`src/rtl/pipelined_adder.sv`:
```
// pipelined_adder: nbit-wide add/subtract split into nstage ripple-carry
// chunks, one chunk per pipeline stage, with a single global advance so the
// whole pipe either shifts or holds.
//
// Ports
//   clk        rising-edge clock
//   reset_n    asynchronous active-low reset
//   in_valid   operand set present on a, b, cin, sub
//   in_ready   operand set accepted this cycle (= global advance)
//   a, b       operands, nbit each
//   cin        carry-in (add only; forced to 1 in subtract)
//   sub        0 = a + b + cin, 1 = a - b
//   out_valid  s, cout, ovf hold a result
//   out_ready  downstream takes the result this cycle
//   s          sum/difference modulo 2^nbit
//   cout       carry out of the MSB (subtract: 1 = no borrow)
//   ovf        signed two's-complement overflow
module pipelined_adder #(
    parameter int nbit   = 32,
    parameter int nstage = 4
) (
    input  logic            clk,
    input  logic            reset_n,
    input  logic            in_valid,
    output logic            in_ready,
    input  logic [nbit-1:0] a,
    input  logic [nbit-1:0] b,
    input  logic            cin,
    input  logic            sub,
    output logic            out_valid,
    input  logic            out_ready,
    output logic [nbit-1:0] s,
    output logic            cout,
    output logic            ovf
);

    localparam int w = nbit / nstage;

    if (nstage < 1 || (nbit % nstage) != 0) begin : g_cfg_check
        $error("pipelined_adder: nbit must be a multiple of nstage");
    end

    logic adv;

    assign adv      = !out_valid || out_ready;
    assign in_ready = adv;

    genvar k;
    for (k = 0; k < nstage; k++) begin : g_stage
        // operand bits of b still waiting to be consumed after this stage
        localparam int rem = nbit - (k + 1) * w;

        // as_q holds the unconsumed chunks of a in its low part and the
        // finished sum chunks in its high part; each stage eats the lowest
        // chunk and inserts its sum chunk at the top, so after nstage stages
        // the register holds the complete, aligned sum. a[nbit-1] rides
        // along in the same register until the last stage reads it.
        logic [nbit-1:0] as_in;
        logic [nbit-1:0] as_nxt;
        logic [nbit-1:0] as_q;
        logic [w-1:0]    bc_raw;
        logic [w-1:0]    bc;
        logic            c_in;
        logic            sub_in;
        logic            v_in;
        logic [w:0]      sum;
        logic            c_q;
        logic            v_q;

        if (k == 0) begin : g_src
            assign as_in  = a;
            assign bc_raw = b[w-1:0];
            assign sub_in = sub;
            assign c_in   = sub | cin;
            assign v_in   = in_valid;
        end else begin : g_src
            assign as_in  = g_stage[k-1].as_q;
            assign bc_raw = g_stage[k-1].g_skew.b_q[w-1:0];
            assign sub_in = g_stage[k-1].g_skew.sub_q;
            assign c_in   = g_stage[k-1].c_q;
            assign v_in   = g_stage[k-1].v_q;
        end

        // subtract is a + ~b + 1; the +1 enters as stage 0's carry-in
        assign bc     = sub_in ? ~bc_raw : bc_raw;
        assign sum    = {1'b0, as_in[w-1:0]} + {1'b0, bc} + {{w{1'b0}}, c_in};
        assign as_nxt = (as_in >> w) | (nbit'(sum[w-1:0]) << (nbit - w));

        always_ff @(posedge clk or negedge reset_n) begin
            if (!reset_n) begin
                as_q <= '0;
                c_q  <= 1'b0;
                v_q  <= 1'b0;
            end else if (adv) begin
                as_q <= as_nxt;
                c_q  <= sum[w];
                v_q  <= v_in;
            end
        end

        if (k < nstage - 1) begin : g_skew
            // b shrinks by one chunk per stage; sub travels alongside
            logic [rem-1:0] b_rest;
            logic [rem-1:0] b_q;
            logic           sub_q;

            if (k == 0) begin : g_rest
                assign b_rest = b[nbit-1:w];
            end else begin : g_rest
                assign b_rest = g_stage[k-1].g_skew.b_q[rem+w-1:w];
            end

            always_ff @(posedge clk or negedge reset_n) begin
                if (!reset_n) begin
                    b_q   <= '0;
                    sub_q <= 1'b0;
                end else if (adv) begin
                    b_q   <= b_rest;
                    sub_q <= sub_in;
                end
            end
        end else begin : g_out
            // bc[w-1] is b's sign already inverted for subtract
            logic ovf_nxt;
            logic ovf_q;

            assign ovf_nxt = (as_in[w-1] == bc[w-1]) && (sum[w-1] != as_in[w-1]);

            always_ff @(posedge clk or negedge reset_n) begin
                if (!reset_n) begin
                    ovf_q <= 1'b0;
                end else if (adv) begin
                    ovf_q <= ovf_nxt;
                end
            end
        end
    end

    assign s         = g_stage[nstage-1].as_q;
    assign cout      = g_stage[nstage-1].c_q;
    assign ovf       = g_stage[nstage-1].g_out.ovf_q;
    assign out_valid = g_stage[nstage-1].v_q;

endmodule

```
`config.mk`:
```
export PLATFORM = sky130hd
export DESIGN_NAME = pipelined_adder
export DESIGN_NICKNAME = d
export VERILOG_FILES = /design/src/rtl/pipelined_adder.sv
export SDC_FILE = /design/constraint.sdc
export NUM_CORES = 1
export LEC_CHECK = 0
export ABC_CLOCK_PERIOD_IN_PS = 3000
export CAP_MARGIN = 20
export CORE_UTILIZATION = 56
export CTS_BUF_LIST = sky130_fd_sc_hd__clkbuf_8 sky130_fd_sc_hd__clkbuf_16
export CTS_CLUSTER_DIAMETER = 150
export DETAILED_ROUTE_END_ITERATION = 16
export GPL_TIMING_DRIVEN = 0
export PLACE_DENSITY = 0.91
export SLEW_MARGIN = 20
export SYNTH_ARGS = -nofsm -noshare
export SYNTH_HDL_FRONTEND = slang
export SYNTH_SLANG_ARGS = --single-unit
```
`constraint.sdc`:
```
create_clock -name clk -period 3 [get_ports clk]
set_clock_uncertainty 0.15 [all_clocks]
set_input_delay 0.6 -clock clk [delete_from_list [all_inputs] [get_ports clk]]
set_output_delay 0.6 -clock clk [all_outputs]
set_load 0.02 [all_outputs]
```
# Yosys cells after proc, flatten, opt, wreduce, memory -nomap -nowiden
# Index checks and enable logic that the tools add are counted.
totals:
  reg_bits: 188
  input_bits: 70
  out_inout_bits: 36
  elab_cells: 45
classes:
  n_addsub: 8
  eq_ne: 2
  n_mux: 4
  bitwise_logic: 9
  n_reduce_logical: 3
op_table:
  columns: ["operator", "n"]
  rows:
  - ["$or A24 B32 Y32", 4]
  - ["$add A8 B8 Y9", 4]
  - ["$add A9 B1 Y9", 4]
  - ["$mux W8", 4]
  - ["$not A8 Y8", 4]
  - ["$eq A1 B1 Y1", 1]
  - ["$logic_and A1 B1 Y1", 1]
  - ["$logic_not A1 Y1", 1]
  - ["$logic_or A1 B1 Y1", 1]
  - ["$ne A1 B1 Y1", 1]
  - ["$or A1 B1 Y1", 1]

# Depth between registers and ports, before layout
depth:
  depth_word: 6
  ltp_mapped: 10
  mapped_depth_nobuf: 9

# Worst setup path before layout
# Ideal clock, no wire load.
synth_timing:
  path_type: "input -> register"
  start: "input port sub"
  end: "register g_stage[0].c_q"
  setup_time_ps: 124
  arrival_time_ps: 2580
  required_ps: 2726
  path_slack_ps: 146
  path_stages: 10
  path_buffers: 1
  cell_sequence: "clkbuf_1 > or2_2 > fa_1 > inv_1 > fa_1 > nor2b_1 > o31a_1 > o21ai_1 > a21oi_1 > a211o_1"
synth_via:
  elab_chain_len: 3
  word_cells_on_any_way: 4
  classes_between: "add/sub (2); mux (1); bitwise (1)"
synth_lines:
  columns: ["item", "line_no", "source"]
  rows:
  - ["start: declaration", "29", "input logic sub,"]
  - ["$mux W8", "85", "assign bc = sub_in ? ~bc_raw : bc_raw;"]
  - ["$add A8 B8 Y9", "86", "assign sum = {1'b0, as_in[w-1:0]} + {1'b0, bc} + {{w{1'b0}}, c_in};"]
  - ["$add A9 B1 Y9 (*)", "86", null]
  - ["end signal: assignment", "96", "c_q <= sum[w];"]
  - ["end: declaration", "67", "logic c_q;"]
# Every way passes the cells marked *; elsewhere a longest branch is shown, timed or not.
# A chain may end at the register's enable or synchronous reset.

# Worst setup path after layout
layout_timing:
  start: "input port out_ready"
  end: "output port in_ready"
layout_via:
  elab_chain_len: 1
layout_lines:
  columns: ["item", "line_no", "source"]
  rows:
  - ["start: declaration", "31", "input logic out_ready,"]
  - ["$logic_or A1 B1 Y1", "45", "assign adv = !out_valid || out_ready;"]
  - ["end: declaration", "25", "output logic in_ready,"]
# No other way between the ends.

==> run metrics <==
fraction of the cycle the final worst path needs=a little over nine tenths; effective utilization at floorplan=between 50% and 60%; R2R depth=8; total die area=15700 sq um; violations in the final reports=DRC; post-detailed-route via-to-cell ratio=between 5 and 6; Clock Pin Slew Worst Setup and Hold Paths=around 0.06 ns; # diodes=0; number of nets with antenna violations after detailed routing=0; Placeable Area=around 15000 sq um; synthesized instance count=957; cts-stage hold buffer count=0; max-slew violation total from the final report=0; critical-path maximum fanout=6; number of enable-type register cells in the synthesized netlist=0; run status=finished with violations; reg-to-reg setup timing slack=0.18 ns; number of cell rows=44; multi-input combinational cell area=about 3600 sq um; type of the setup path with the least slack=in2out; prevailing post-synth register cell=sky130_fd_sc_hd__dfrtp_1; number of clock buffers inserted by TritonCTS=17; met2 Use GR=45.5%; worst ir drop on vdd=just under 0.6 mV; pin count of the biggest net entering global routing=108; post-synthesis net count=about 1100; PwrDens=~1100 nW/um^2; cell taking the most area after synthesis=sky130_fd_sc_hd__dfrtp_1; syn avg cell area=approximately 8.9 sq um; synthesized cell area=approximately 8500 sq um; # fillers=~1100; ratio of cells with drive above 1 in the final layout=3.13%; global-route layer with the greatest usage=met2; flop and latch count out of synthesis=188; die boundary height=around 130 um; RSZ-0062 raised after global routing=no; post-synth top area share=55.1%; worst-margin pin slew=between 0.6 and 0.7 ns; Max-Cap Viols=0; deepest clock path buffer count=2; average wire per cell in the routed design=around 16 um; number of antenna violations at the first check in global routing=0; number of non-filler instances in the completed layout=1270; post-placement cell count=approximately 1200; Cell variety after synth=34; fraction of registers with async set or reset after synthesis=100%; final setup violating endpoints=0; via count of the first global-routing pass=between 6000 and 7000; sequential share of the synthesized area=a little under three fifths; count of nets after finishing=1184; upper clock frequency limit=340 MHz; Final Wtd Congestion=0.877; wire length of the first global-routing pass=about 33000 um; Max transition margin=56.5%; shortest period the worst path allows=a little under 3 ns; Crit Reg-Reg Startpoint=g_stage[0].g_skew.sub_q; floorplan die width=approximately 130 um; clock tree from TritonCTS=built; Leakage Power=5.21 nW; met3 Track Usage GR=just under 6%; count of vias placed by the detailed router=around 7000; starting DRC count in detailed routing=approximately 630; met1 GRT Util=about 34%; final hold viol count=0; root buf cell=sky130_fd_sc_hd__clkbuf_16; H-Tree Depth=4; global routing usage summed across all routing layers=a little over a quarter; Area Overhead vs Synth=21.1%; first-pass detailed-route iteration total=11; final wirelength=19800 um; DRC=7; largest cells by area after synthesis=sky130_fd_sc_hd__dfrtp_1 55%, sky130_fd_sc_hd__nand2_1 20%, sky130_fd_sc_hd__ha_1 4.1%; I/O Buffers=~100; source-to-sink clock delay at the later pin of the worst-skew pair=around 0.43 ns; worst slack on hold paths=~0.0027 ns; number of clock sinks=188; Detail Placement HPWL=~14000 um; required time of the worst setup path=2.25 ns; Ports=between 100 and 150; warning count from the yosys run=0; terminus of the critical flop-to-flop path=g_stage[1].as_q[30]; combined flip-flop and latch cell area=between 4000 and 5000 sq um; startpoint class of the critical path=primary input; crit end category=primary output; global-route congestion overflow total=0; Arrival @ worst endpoint=roughly 2.2 ns; Hold WC Path Type=in2async
==> registers in the layout (all words and copies together) (netlist names) <==
signal,count
g_stage.g_skew.sub_q,3
s,32
g_stage.g_skew.b_q,48
g_stage.as_q,96
g_stage.v_q,3
g_stage.c_q,3
ovf,1
cout,1
out_valid,1
==> synthesized netlist by cell type, types with 5 or more instances <==
cell and number:
sky130_fd_sc_hd__nor2_1 27, sky130_fd_sc_hd__o31ai_1 13, sky130_fd_sc_hd__clkbuf_1 41, sky130_fd_sc_hd__o31a_1 7, sky130_fd_sc_hd__o21ai_0 20, sky130_fd_sc_hd__a211oi_1 6
sky130_fd_sc_hd__xor2_1 35, sky130_fd_sc_hd__nand2_1 457, sky130_fd_sc_hd__inv_1 24, sky130_fd_sc_hd__o21a_1 16, sky130_fd_sc_hd__fa_1 8, sky130_fd_sc_hd__dfrtp_1 188
sky130_fd_sc_hd__nor2b_1 8, sky130_fd_sc_hd__nor3_1 11, sky130_fd_sc_hd__ha_1 28, sky130_fd_sc_hd__a21oi_1 22, sky130_fd_sc_hd__a21o_1 5
==> through the flow <==
| step | setup WS, ns | power [mW] | setup TNS, ns | cell area, sq um | utilization, % |
|---|---|---|---|---|---|
| after floorplan | 0.146 | 7.91 | 0 | 8540 | - |
| after global placement | -6.12 | 9.34 | -1148.84 | 9810 | 66.7 |
| after detailed placement | -0.986 | 9.68 | -1.40 | 9840 | 67.0 |
| after CTS | 0.0151 | 11.7 | 0 | 10300 | 70.3 |
| after global routing | 0.0606 | 12.5 | 0 | 10300 | 70.3 |
| final | 0.0623 | 11.7 | 0 | 10300 | 70.3 |
==> logic make-up after synthesis <==
logic type / synth area share, %
buffers and inverters: 3.11
AOI/OAI and AO/OA: 8.24
adders and majority gates: 5.98
and+or+nand+nor: 23.7
DFF: 55.1
xor gates and xnor gates: 3.90
==> final cells by class <==
type | instances | area share [%]
Buffer | 41 | 1.55
Clock buffer | 19 | 4.38
Tap cell | 184 | 2.23
Timing Repair Buffer | 107 | 10.5
Sequential cell | 188 | 45.5
Inverter | 24 | 0.908
Clock inverter | 8 | 0.351
Multi-Input combinational cell | 699 | 34.5
==> worst max-delay path, cell delays in order <==
cell and delay [ns]:
sky130_fd_sc_hd__clkdlybuf4s50_1 0.41, sky130_fd_sc_hd__nor2b_2 0.20, sky130_fd_sc_hd__clkbuf_2 0.23, sky130_fd_sc_hd__clkinvlp_4 0.16
sky130_fd_sc_hd__clkdlybuf4s50_1 0.58
==> how the worst max path moves through the flow <==
stage	cells after the start	from	slack [ns]	end
floorplan	10	sub	0.15	g_stage[0].c_q
finish	5	out_ready	0.06	in_ready
global route	5	out_ready	0.06	in_ready
global placement	1	reset_n	-6.12	g_stage[0].g_skew.b_q[10]
detailed placement	7	out_ready	-0.99	in_ready
CTS	5	out_ready	0.02	in_ready
==> layer usage <==
metal,share of wire [%],vias up,routed length (um)
met5,0,-,0
met4,3.1,0,611
met3,6.2,45,1220
met2,50,236,10000
met1,40,3321,8000
li1,-,3277,-
==> timing repair <==
item,CTS,global route
endpoints found under the setup margin,2,15
buffers inserted,2,0
pin swaps,0,0
gates resized for setup,1,6
==> layout by cell type, fill, tap and decap left out, types with 5 or more instances in the layout <==
master,instances
sky130_fd_sc_hd__inv_1,28
sky130_fd_sc_hd__clkbuf_1,33
sky130_fd_sc_hd__o21a_1,16
sky130_fd_sc_hd__nor2b_1,7
sky130_fd_sc_hd__a211oi_1,6
sky130_fd_sc_hd__fa_1,8
sky130_fd_sc_hd__nand2_1,457
sky130_fd_sc_hd__nor2_1,27
sky130_fd_sc_hd__o31ai_1,13
sky130_fd_sc_hd__a21o_1,5
sky130_fd_sc_hd__ha_1,28
sky130_fd_sc_hd__clkbuf_16,17
sky130_fd_sc_hd__dfrtp_1,188
sky130_fd_sc_hd__o21ai_0,20
sky130_fd_sc_hd__nor3_1,11
sky130_fd_sc_hd__clkdlybuf4s50_1,103
sky130_fd_sc_hd__xor2_1,35
sky130_fd_sc_hd__o31a_1,7
sky130_fd_sc_hd__a21oi_1,22
==> report_power, final <==
part	internal [mW]	total, mW	switching, mW
logic	2.31	5.38	3.07
clock network	1.06	1.93	0.874
registers	3.66	4.39	0.724
total	7.04	11.7	4.67
(Power assumes the default switching activity.)
